**config.mk**
```make
export PLATFORM = sky130hd
export DESIGN_NAME = ez8_fetch_seq
export DESIGN_NICKNAME = d
export VERILOG_FILES = /design/src/rtl/ez8_fetch_seq.sv
export SDC_FILE = /design/constraint.sdc
export NUM_CORES = 1
export LEC_CHECK = 0
export ABC_AREA = 1
export BUFFER_PORTS_ARGS = -buffer_cell sky130_fd_sc_hd__clkbuf_2
export CAP_MARGIN = 10
export CORE_UTILIZATION = 45
export CTS_BUF_LIST = sky130_fd_sc_hd__clkbuf_8
export DETAILED_ROUTE_END_ITERATION = 6
export GPL_ROUTABILITY_DRIVEN = 0
export PLACE_DENSITY = 0.72
export SKIP_CTS_REPAIR_TIMING = 1
export SYNTH_ARGS = -nofsm -noshare
export SYNTH_HDL_FRONTEND = slang
export SYNTH_SLANG_ARGS = --single-unit
```
**constraint.sdc**
```tcl
create_clock -name clk -period 5.55 [get_ports clk]
set_input_delay 0 -clock clk [delete_from_list [all_inputs] [get_ports clk]]
set_output_delay 0 -clock clk [all_outputs]
set_load 0.03 [all_outputs]
```
**src/rtl/ez8_fetch_seq.sv**
```systemverilog
// Fetch-address sequencer for the ez8 core: PC, pipeline kill, and a hardware
// return stack for call/ret, plus goto and skip-next, against 1-clk instr_mem.
module ez8_fetch_seq #(
    parameter int                    ADDR_WIDTH  = 12,
    parameter int                    STACK_DEPTH = 8,
    parameter logic [ADDR_WIDTH-1:0] RESET_ADDR  = '0,
    localparam int                   DW          = $clog2(STACK_DEPTH + 1),
    localparam int                   IW          = (STACK_DEPTH > 1) ? $clog2(STACK_DEPTH) : 1
) (
    input  logic                  clk,
    input  logic                  reset,
    input  logic                  pause,
    input  logic                  goto,
    input  logic                  call,
    input  logic                  ret,
    input  logic                  skip,
    input  logic [ADDR_WIDTH-1:0] target,
    output logic [ADDR_WIDTH-1:0] pc_out,
    output logic                  kill,
    output logic [DW-1:0]         stack_depth,
    output logic                  stack_overflow,
    output logic                  stack_underflow
);

    logic [ADDR_WIDTH-1:0] stack_mem [STACK_DEPTH];

    logic          accept;
    logic          do_ret, do_call, do_goto, do_redirect_or_skip;
    logic          stack_full, stack_empty;
    logic [DW-1:0] depth_dec;
    logic [IW-1:0] push_idx, top_idx;

    // Decode inputs only count when the slot at decode is a real instruction.
    assign accept  = !pause && !kill;
    assign do_ret  = accept && ret;
    assign do_call = accept && call && !ret;
    assign do_goto = accept && goto && !ret && !call;
    assign do_redirect_or_skip = accept && (ret || call || goto || skip);

    assign stack_full  = (stack_depth == DW'(STACK_DEPTH));
    assign stack_empty = (stack_depth == '0);
    assign depth_dec   = stack_depth - 1'b1;
    assign push_idx    = stack_depth[IW-1:0];
    assign top_idx     = depth_dec[IW-1:0];

    always_ff @(posedge clk or posedge reset) begin
        if (reset) begin
            pc_out          <= RESET_ADDR;
            kill            <= 1'b1;
            stack_depth     <= '0;
            stack_overflow  <= 1'b0;
            stack_underflow <= 1'b0;
            for (int i = 0; i < STACK_DEPTH; i++) stack_mem[i] <= '0;
        end else if (!pause) begin
            kill <= do_redirect_or_skip;
            if (do_ret) begin
                if (stack_empty) begin
                    pc_out          <= RESET_ADDR;
                    stack_underflow <= 1'b1;
                end else begin
                    pc_out      <= stack_mem[top_idx];
                    stack_depth <= depth_dec;
                end
            end else if (do_call) begin
                pc_out <= target;
                // Full stack: the jump still happens, the return address is dropped.
                if (stack_full) begin
                    stack_overflow <= 1'b1;
                end else begin
                    stack_mem[push_idx] <= pc_out;
                    stack_depth         <= stack_depth + 1'b1;
                end
            end else if (do_goto) begin
                pc_out <= target;
            end else begin
                pc_out <= pc_out + 1'b1;
            end
        end
    end

endmodule

```
; Word-level counts from Yosys, hierarchy flattened
; Index checks and enable logic that the tools add are counted.
[classes]
n_addsub = 3
multipliers = 0
n_div = 0
magnitude_cmp = 3
eq_ne = 3
n_shift = 0
mux = 14
bitwise = 5
reduce_logical = 22
[op_table]
columns = op, count
row1 = bitwise mux 96 bit, 1
row2 = two-way mux 12 bit, 7
row3 = binary-select mux 12 bit (select 3 bit), 1
row4 = demux 12 bit (select 3 bit), 1
row5 = two-way mux 4 bit, 4
row6 = "adder 12 x 1 -> 12 bit, second input constant", 1
row7 = AND reduction 4 bit, 3
row8 = logical AND 1 bit, 9
row9 = "greater-or-equal comparator 4 bit, second input constant", 2
row10 = inverter 3 -> 4 bit, 2
row11 = "adder 4 x 1 -> 4 bit, second input constant", 1
row12 = "== test 4 bit, second input constant", 1
row13 = logical NOT 1 bit, 4
row14 = logical NOT 4 bit, 1
row15 = "< comparator 4 x 1 -> 1 bit, second input constant", 1
row16 = "inequality test 2 bit, second input constant", 2
row17 = "subtractor 4 x 1 -> 4 bit, second input constant", 1
row18 = logical OR 1 bit, 3
row19 = inverter 1 bit, 3
row20 = AND reduction 3 bit, 1
row21 = nonzero test 2 bit, 1
[totals]
regBits = 115
latchBits = 0
ram_bits = 0
rom_bits = 0
in_bits = 19
out_inout_bits = 19
wordCells = 63
mem_count = 0

; Logic depth before layout (Yosys ltp)
; Gate-level depths: netlist of run 1.
[depth]
depth_word = 8
ltp_mapped = 14
ltp_nobuf = 10

; Least setup slack after synthesis of run 1
; OpenSTA, ideal clock, no wires.
[synth_path]
path_type = register to register
startpoint = register stack_depth[0]
endpoint = register pc_out[3]
setup_ns = 0.135
arrival_ns = 2.372
t_required_ns = 5.415
path_slack_ns = 3.043
path_stages_with_launch = 13
path_buffers = 5
synth_period_minus_slack_ns = 2.507
cell_sequence = dfrtp_1 > buf_4 > inv_2 > buf_2 > buf_4 > ha_1 > clkbuf_1 > buf_1 > nor2_1 > o21ai_0 > o211ai_1 > nand3_1 > o211ai_1
[synth_between]
elab_chain_len = 7
elab_cells_between_ends = 8
cone_classes = 1 x add/sub / 5 x mux / 1 x bitwise / 1 x reduce/logical
[synth_rtl]
columns = item, line
row1 = start: declaration, 20  ; output logic [DW-1:0] stack_depth,
row2 = start signal: assignment, 62  ; stack_depth <= depth_dec;
row3 = start signal: assignment, 71  ; stack_depth <= stack_depth + 1'b1;
row4 = subtractor 4 x 1 -> 4 bit, 42  ; assign depth_dec = stack_depth - 1'b1;
row5 = via depth_dec[0], 30  ; logic [DW-1:0] depth_dec;
row6 = inverter 3 -> 4 bit (not written as such), 61  ; pc_out <= stack_mem[top_idx];
row7 = binary-select mux 12 bit (select 3 bit), 61
row8 = two-way mux 12 bit (not written as such) (2 in a row), 61
row9 = two-way mux 12 bit, 57  ; if (stack_empty) begin
row10 = two-way mux 12 bit, 56  ; if (do_ret) begin
row11 = end signal: assignment, 61
row12 = end signal: assignment, 65  ; pc_out <= target;
row13 = end signal: assignment, 74  ; pc_out <= target;
row14 = end: declaration, 18  ; output logic [ADDR_WIDTH-1:0] pc_out,
; The timed path passes the listed nets, and every way through them passes these cells. The select of a mux whose other input is x is not followed.
; A chain may end at the register's enable or synchronous reset.

; Worst setup path after layout of run 1
[layout_path]
startpoint = register stack_depth[1]
endpoint = register pc_out[10]
[layout_between]
elab_chain_len = 7
elab_cells_between_ends = 8
cone_classes = 1 x add/sub / 5 x mux / 1 x bitwise / 1 x reduce/logical
[layout_rtl]
columns = item, line
row1 = subtractor 4 x 1 -> 4 bit, 42
row2 = inverter 3 -> 4 bit (not written as such), 61
row3 = binary-select mux 12 bit (select 3 bit), 61
row4 = two-way mux 12 bit (not written as such) (2 in a row), 61
row5 = two-way mux 12 bit (*), 57
row6 = two-way mux 12 bit (*), 56
; Mark *: on every way between the ends. The rest lies on a longest branch, timed or not. The select of a mux whose other input is x is not followed.

==> metrics.yaml, run 1 <==
htree_num_levels: 4
synth_top_cell_by_area: "dfrtp_1"
portBuffers: 37
dr.pass1.iters: 5
syn_inst: 680
drtIter0Drc: 616
start_kind: "flop"
maxCapViolCount: 0
arrival_ps: 3040
syn_nets: 702
synth_edf_count: 0
ir_drop_uv: 325
synth-async-reset-ratio_pct: 100
final_layout_size_suffix_gt1_share_pct: 14.3
cts_buffers: 17
ant_nets: 0
cts_tree: "yes"
min_period_ps: 2680
num_rows: 41
insertion_delay_ps: 440
switchingPower_mw: 1.82
nFillCells: 1167
setup_slack_ps: 2870
power_frac_clock_pct: 21.5
rsz0062_at_grt: "false"
crit_fanout: 12
die_y_um: 116
ys_types: 34
ys.flop_type: "dfrtp_1"
avgSynthCellArea_um2: 8.54
core_um2: 12600
num_vias: 5103
tns_ps: 0
grt_pass1_wl_um: 24500
worst_hold_slack_ps: -48.7
fin_skew_ps: 10.9
grt_pass1_vias: 4810
violations: "hold timing"
dieArea_um2: 13400
track_usage_pct: 24.4
fmax_ghz: 0.374
status: "finished, violations left"
die_w_um: 116
antenna_found_initial: 0
clk_path_buf_depth: 2
synth_area_um2: 5800
nNetsFinal: 736
drc_errors: 0
p_comb_share_pct: 44.1
grt_overflow: 0
post-dp-hpwl_um: 9610
p_seq_share_pct: 34.4
hp-class: "input pin to flop"
finalWirelength_um: 15500
timing.slew.headroom_pct: 25.6
num_io_pins: 38
critPathRequiredTime_ps: 5920
wl_per_cell_um: 17.2
hold_viol: 2
seq_area_frac_synth_pct: 49.6
drv_slew: 0
cellPowerDensity_nw_per_um2: 622
initial_core_util_pct: 46.0
clk_pin_slew_ps: 70
yosysMostFrequentCell: "nand2_1"
cts_root_buf: "clkbuf_8"
grt_max_degree: 73
clock-sinks: 115
ys_seq_elements: 115
antennaDiodeCount: 0
power.leakage_nw: 2.99
worstSetupEndpointType: "flop"
finalSetupViolCount: 0
swShare_pct: 44.4
ys_warn_count: 0
synth_area_leaders: "dfrtp_1 (49%), nand2_1 (8.7%), o21ai_0 (7.3%), nor2_1 (6.6%), o21ai_1 (5.2%)"
synthTopCellsByCount: "nand2_1 (135), dfrtp_1 (114), nor2_1 (102), o21ai_0 (85), o21ai_1 (60)"
viasPerCell: 5.68
dp_slack_ps: 2530
critPathKind: "flop to flop"
area_delta_synth_final_pct: 13.5
synth_top_area_share_pct: 49.1
worst_pin_slew_ps: 1110
fin_crit_sh_pct: 48.2
internal-power_mw: 2.28
## power groups by stage
| stage | registers (mW) | clock network, mW | logic (mW) |
|---|---|---|---|
| finish | 1.41 | 0.879 | 1.81 |
| global placement | 1.40 | 0 | 1.67 |
| global route | 1.44 | 0.923 | 2.01 |
| detailed placement | 1.41 | 0 | 1.72 |
| floorplan | 1.46 | 0 | 1.20 |
| CTS | 1.40 | 0.882 | 1.73 |
## flip-flops by register name, summed over array words and instances, names as in the netlist
register         flops
stack_mem           96
pc_out              12
stack_depth          4
kill                 1
stack_overflow       1
stack_underflow      1
## through the flow
stage               total power [mW]  area (um^2)  util [%]  cells  hold slack [ps]
global placement                3.07         5960      47.2    851             79.1
floorplan                       2.66         5800         -    680              120
detailed placement              3.13         5960      47.2    851             83.7
global route                    4.37         6590      52.2    899             13.9
CTS                             4.01         6410      50.8    883             -386
finish                          4.10         6590      52.2    899            -48.7
## worst paths after layout
check,from,end,slack [ps],cells after the start
setup / recovery,stack_depth[1]$_DFFE_PP0P_,pc_out[10]$_DFFE_PP0N_,2870,7
hold / removal,target[5],pc_out[5]$_DFFE_PP0N_,-50,5
setup reg to reg,stack_depth[1]$_DFFE_PP0P_,pc_out[10]$_DFFE_PP0N_,2870,7
hold reg to reg,stack_mem[19]$_DFFE_PP0P_,stack_mem[19]$_DFFE_PP0P_,480,2
max in group asynchronous,reset,stack_depth[0]$_DFFE_PP0P_,4040,4
min in group asynchronous,reset,stack_mem[59]$_DFFE_PP0P_,160,3
## placed cells by master (no fill, tap or decap)
cell type	instances
inv_1	26
clkbuf_8	21
nand2_1	135
inv_6	1
buf_4	5
xor2_1	4
dfrtp_2	1
o21bai_1	1
clkinvlp_4	2
nor2_1	102
nor2_8	2
nand3_1	33
nor2_4	1
nand2_4	3
ha_1	3
nand4_4	6
o211ai_1	30
nand3_4	1
o22ai_2	1
clkbuf_2	37
nand4_1	3
bufinv_16	4
inv_4	1
dfrtp_1	113
dlygate4sd3_1	15
inv_2	1
clkinv_2	3
buf_16	1
o21ai_0	85
a22oi_1	1
o31ai_1	2
dfstp_2	1
xnor2_1	2
a21oi_1	4
nor3_1	3
a21o_1	1
o21ai_2	12
o21ai_1	60
## worst max-delay path, stage by stage, from the launching register on
cell	delay [ps]
dfrtp_1	580
inv_1	260
ha_1	310
nand2_4	110
nor2_1	70
nor2_1	850
nand3_1	270
nand3_1	160
## cell type report
cell class	instances	area [um^2]	share of cell area [%]
multi-input cells	495	2530	38.5
clock buffers	21	289	4.39
clock inverters	11	158	2.39
repair buffers	58	400	6.08
well taps	172	215	3.27
inverters	27	109	1.65
flip-flops and latches	115	2880	43.7
## logic make-up (layout without fill, tap and decap cells)
logic type      count (synthesis)  after routing  share of synthesized area (%)
simple gates                  289            289                           22.7
xor+xnor                        6              6                          0.905
buf+inv                        70            117                           6.73
compound gates                197            197                           19.4
flops                         115            115                           49.6
fa+ha+maj                       3              3                          0.647
## metal layers
layer	part of all wire, %	vias up	routed length (um)	GRT usage, %
met5	0	-	0	0
met4	3.5	0	539	13.8
met3	5.9	49	915	5.18
met2	47	235	7330	38.0
met1	43	2463	6720	31.8
li1	-	2356	-	-
No activity file was read; power rests on OpenSTA's default activity.
==> run 2, diff against run 1 <==
==> constraint.sdc (replaced) <==
create_clock -name clk -period 2.7 [get_ports clk]
set_input_delay 0 -clock clk [delete_from_list [all_inputs] [get_ports clk]]
set_output_delay 0 -clock clk [all_outputs]
set_load 0.03 [all_outputs]
==> metrics.yaml, run 2 (synthesis results as in run 1) <==
post-place-cells: 853  # +0.24%
clock-sinks: 115  # unchanged
worstSetupEndpointType: "flop"
cts_tree: "yes"
cpMaxStageDelayCell: "nor2_1"
antenna_found_initial: 0  # unchanged
area_delta_synth_final_pct: 13.3
antennaDiodeCount: 0  # unchanged
power.total_mw: 8.26  # +100%
tns_ps: 0  # unchanged
largest_register_ffs: 96  # unchanged
ir_drop_uv: 768  # +140%
rrSetupSlack_ps: 430  # -2450 ps
start_kind: "flop"
final_cell_mix: "nand2_1 (135), dfrtp_1 (113), nor2_1 (102)"
slowest_delay_ps: 680  # -170 ps
die_y_um: 116  # unchanged
final_common_cell: "nand2_1"
swShare_pct: 45.0  # +0.57 points
insertion_delay_ps: 440  # about the same
drv_slew: 0  # unchanged
fin_crit_sh_pct: 84.2  # +36 points
nNetsFinal: 736  # unchanged
worst_hold_slack_ps: -41.4  # +7.30 ps
status: "finished, violations left"
switchingPower_mw: 3.71  # +100%
cts_root_buf: "clkbuf_8"
drtIter0Drc: 502  # -19%
arrival_ps: 2650  # -390 ps
drc_errors: 0  # unchanged
htree_num_levels: 4  # unchanged
num_rows: 41  # unchanged
p_seq_share_pct: 35.1  # +0.7 points
num_io_pins: 38  # unchanged
finalWirelength_um: 14900  # -3.8%
cts_buffers: 17  # unchanged
grt_overflow: 0  # unchanged
fin_util_pct: 52.1  # -0.099 points
timing.slew.headroom_pct: 41.8  # +16 points
post-dp-hpwl_um: 9680  # +0.69%
dr.pass1.iters: 7  # +2
violations: "hold timing"
num_vias: 4991  # -2.2%
grt_pass1_vias: 4803  # -0.15%
internal-power_mw: 4.54  # +100%
rsz0062_at_grt: "false"
fmax_ghz: 0.440  # +18%
finalSetupViolCount: 0  # unchanged
grt_max_degree: 63  # -14%
grt_pass1_wl_um: 24400  # -0.17%
hold_viol: 3  # +1
p_comb_share_pct: 44.1  # about the same
ant_nets: 0  # unchanged
cpMostUsedCell: "nand2_1"
track_usage_pct: 24.2  # -0.21 points
power.leakage_nw: 2.98  # -0.33%
critPathRequiredTime_ps: 3080  # -2840 ps
hp-class: "input pin to flop"
cellPowerDensity_nw_per_um2: 1260  # +100%
reg_top3: "stack_mem x96, pc_out x12, stack_depth x4"
wl_per_cell_um: 16.6  # -3.8%
initial_core_util_pct: 46.0  # unchanged
instances_no_fill: 899  # unchanged
worst_pin_slew_ps: 870  # -242 ps
cp_cell_sequence: "inv_1 -> ha_1 -> nand2_4 -> nor2_1 -> nor2_1 -> nand3_1 -> nand2_1 -> nand2_1 -> nand2_1"
regMostFlops: "stack_mem"
clk_path_buf_depth: 2  # unchanged
maxCapViolCount: 0  # unchanged
viasPerCell: 5.55  # -2.2%
core_um2: 12600  # unchanged
fin_skew_ps: 9.61  # -1.28 ps
power_frac_clock_pct: 20.7  # -0.8 points
critPathKind: "flop to flop"
min_period_ps: 2270  # -404 ps
die_w_um: 116  # unchanged
portBuffers: 37  # unchanged
clk_pin_slew_ps: 70  # about the same
dieArea_um2: 13400  # unchanged
crit_fanout: 12  # unchanged
final_layout_size_suffix_gt1_share_pct: 14.6  # +0.28 points
[run 2: worst max-delay path: cells and delay by family (launching register included)]
kind                     cells  cell delay (ps)
flip-flops                   1              590
buffers and inverters        1              120
adder cells (fa/ha/maj)      1              260
AND/OR/NAND/NOR              7             1260
[run 2: power groups by stage]
stage | Combinational, mW | Clock [mW] | Sequential [mW]
6_report | 3.64 | 1.71 | 2.90
4_1_cts | 3.63 | 1.73 | 2.89
3_3_place_gp | 3.54 | 0 | 2.88
2_1_floorplan | 2.46 | 0 | 2.99
5_1_grt | 4.08 | 1.80 | 2.99
3_5_place_dp | 3.60 | 0 | 2.91
[run 2: layer usage]
metal | share of wire, % | wire length (um) | track usage (%) | up-vias
met5 | 0 | 0 | 0 | -
met4 | 3.1 | 468 | 12.6 | 0
met3 | 5.0 | 753 | 4.60 | 33
met2 | 49 | 7360 | 39.8 | 163
met1 | 42 | 6330 | 30.4 | 2435
li1 | - | - | - | 2360
[run 2: worst paths after layout]
check,from,end,depth (start not counted)
max in group asynchronous,reset,pc_out[5]$_DFFE_PP0N_,4
min in group asynchronous,reset,stack_depth[3]$_DFFE_PP0P_,3
worst min register to register,stack_underflow$_DFFE_PP0P_,stack_underflow$_DFFE_PP0P_,1
worst max register to register,stack_depth[1]$_DFFE_PP0P_,pc_out[11]$_DFFE_PP0N_,9
worst max-delay path,stack_depth[1]$_DFFE_PP0P_,pc_out[11]$_DFFE_PP0N_,9
worst min-delay path,target[5],pc_out[5]$_DFFE_PP0N_,5
[run 2: per-stage QoR]
step / setup WS [ps] / area [um^2]
global route: 196 / 6570
detailed placement: 440 / 6000
CTS: 421 / 6430
floorplan: 193 / 5810
finish: 428 / 6570
global placement: 551 / 6000
[run 2: area by class of cell]
| cell class | instances | area, um^2 |
|---|---|---|
| Fill cell | 1186 | 6050 |
| Sequential cell | 115 | 2880 |
| Multi-Input combinational cell | 495 | 2530 |
| Timing Repair Buffer | 58 | 403 |
| Clock buffer | 20 | 275 |
| Tap cell | 172 | 215 |
| Clock inverter | 12 | 155 |
| Inverter | 27 | 110 |
==> run 3, diff against run 2 <==
--- a/config.mk
+++ b/config.mk
@@ -12,7 +12,7 @@
 export CTS_BUF_LIST = sky130_fd_sc_hd__clkbuf_8
 export DETAILED_ROUTE_END_ITERATION = 6
 export GPL_ROUTABILITY_DRIVEN = 0
-export PLACE_DENSITY = 0.72
+export PLACE_DENSITY = 0.75
 export SKIP_CTS_REPAIR_TIMING = 1
 export SYNTH_ARGS = -nofsm -noshare
 export SYNTH_HDL_FRONTEND = slang
==> constraint.sdc (replaced) <==
create_clock -name clk -period 1.9 [get_ports clk]
set_input_delay 0 -clock clk [delete_from_list [all_inputs] [get_ports clk]]
set_output_delay 0 -clock clk [all_outputs]
set_load 0.03 [all_outputs]
==> metrics.yaml, run 3 (synthesis results as in run 1) <==
final_cell_mix: "nand2_1 (131), dfrtp_1 (112), nor2_1 (101)"
maxCapViolCount: 0  # unchanged
antennaDiodeCount: 0  # unchanged
power.total_mw: 12.5  # +52%
initial_core_util_pct: 46.0  # unchanged
finalSetupViolCount: 0  # unchanged
cpMaxStageDelayCell: "dfrtp_2"
critPathBufInv: 5  # +4
grt_pass1_wl_um: 23900  # -2.1%
crit_fanout: 8  # -4
worst_pin_slew_ps: 647  # -223 ps
final_common_cell: "nand2_1"
fmax_ghz: 0.554  # +26%
endpoint: "pc_out[9]$_DFFE_PP0N_"
cellPowerDensity_nw_per_um2: 1820  # +45%
start_kind: "flop"
critical_path_depth: 11  # +2
crit_path_start: "stack_depth[0]$_DFFE_PP0P_"
track_usage_pct: 23.7  # -0.51 points
rrSetupSlack_ps: 90  # -330 ps
timing.slew.headroom_pct: 56.8  # +15 points
grt_pass1_vias: 4790  # -0.27%
final_area_um2: 6880  # +4.7%
cts_buffers: 17  # unchanged
rsz0062_at_grt: "false"
regMostFlops: "stack_mem"
ant_nets: 0  # unchanged
holdPathStages: 7  # +2
largest_register_ffs: 96  # unchanged
die_y_um: 116  # unchanged
fin_skew_ps: 16.4  # +6.82 ps
grt_max_degree: 116  # +84%
cts_root_buf: "clkbuf_8"
area_delta_synth_final_pct: 18.6
portBuffers: 37  # unchanged
min_period_ps: 1810  # -466 ps
final_layout_size_suffix_gt1_share_pct: 18.6  # +4.0 points
grtUsageMet3_pct: 4.45  # -0.16 points
nNetsFinal: 762  # +3.5%
ir_drop_uv: 847  # +10%
grt_use_met2_pct: 39.6  # -0.20 points
power.leakage_nw: 3.11  # +4.3%
status: "complete, no violations"
slowest_delay_ps: 430  # -250 ps
core_um2: 12600  # unchanged
met1_usage_pct: 29.9  # -0.50 points
insertion_delay_ps: 450  # about the same
viasPerCell: 5.66  # +2.0%
reg_top3: "stack_mem x96, pc_out x12, stack_depth x4"
busiest_layer: "met2"
drc_errors: 0  # unchanged
drtIter0Drc: 667  # +33%
reg2regPathDepth: 11  # +2
arrival_ps: 2190  # -460 ps
power_frac_clock_pct: 21.3  # +0.6 points
worst_hold_slack_ps: 6.49  # +47.9 ps
rr_startpoint: "stack_depth[0]$_DFFE_PP0P_"
num_rows: 41  # unchanged
internal-power_mw: 6.97  # +53%
num_vias: 5238  # +4.9%
die_w_um: 116  # unchanged
grt_overflow: 0  # unchanged
htree_num_levels: 4  # unchanged
cp_top_family: "buffers and inverters"
hold_viol: 0  # -3
postPlaceCellArea_um2: 6200  # +3.3%
finalWirelength_um: 15500  # +4.1%
critPathKind: "flop to flop"
hp-class: "input pin to flop"
cts_tree: "yes"
clk_path_buf_depth: 2  # unchanged
tns_ps: 0  # unchanged
swShare_pct: 44.3  # -0.63 points
switchingPower_mw: 5.55  # +50%
r2r_end: "pc_out[9]$_DFFE_PP0N_"
worstSetupEndpointType: "flop"
p_comb_share_pct: 46.5  # +2.4 points
p_seq_share_pct: 32.2  # -2.9 points
clock-sinks: 115  # unchanged
fin_crit_sh_pct: 95.1  # +11 points
num_io_pins: 38  # unchanged
cp_cell_sequence: "inv_8 -> ha_4 -> buf_4 -> xnor2_4 -> inv_1 -> buf_4 -> o211ai_1 -> nand3_1 -> nand2_1 -> inv_1 -> nand2_1"
wl_per_cell_um: 16.8  # +1.2%
critPathRequiredTime_ps: 2290  # -790 ps
drv_slew: 0  # unchanged
clk_pin_slew_ps: 80  # about the same
post-dp-hpwl_um: 9390  # -3.0%
antenna_found_initial: 0  # unchanged
dieArea_um2: 13400  # unchanged
dr.pass1.iters: 6  # -1
run 3: per-layer routing:
layer / vias up / part of all wire, %
met1: 2543 / 42
li1: 2422 / -
met2: 234 / 49
met5: - / 0
met4: 0 / 2.5
met3: 39 / 6.5
run 3: how the worst min path moves through the flow:
stage,start,endpoint,slack [ps]
floorplan,skip,kill$_DFFE_PP1N_,120
global placement,reset,stack_mem[2]$_DFFE_PP0P_,220
detailed placement,reset,stack_mem[50]$_DFFE_PP0P_,230
CTS,reset,stack_mem[62]$_DFFE_PP0P_,-250
global route,target[11],pc_out[11]$_DFFE_PP0N_,40
finish,target[11],pc_out[11]$_DFFE_PP0N_,6
run 3: through the flow:
step,instances,utilization (%),worst slack [ps]
floorplan,680,-,-121
global placement,876,49.1,53.0
detailed placement,876,49.1,-20.0
CTS,908,52.8,-38.1
global route,925,54.5,6.06
finish,925,54.5,93.7
run 3: tightest hold or removal path, stage by stage:
cell and delay (ps):
clkbuf_2 80, nor2_1 40, nor2_1 70, nand2_1 70, nand2_1 60, nand2_1 40, nand2_1 60
run 3: power by group through the flow:
stage	logic (mW)	clock network (mW)	registers, mW
4_1_cts	5.63	2.68	4.00
6_report	5.82	2.67	4.03
3_3_place_gp	5.50	0	3.98
3_5_place_dp	5.60	0	4.02
2_1_floorplan	3.90	0	4.27
5_1_grt	6.37	2.79	4.12
run 3: final cells by class:
class	instances	area (um^2)
clock inverters	15	229
inverters	27	118
multi-input cells	496	2600
flip-flops and latches	115	2880
well taps	172	215
fillers	1127	5740
repair buffers	83	606
clock buffers	17	234
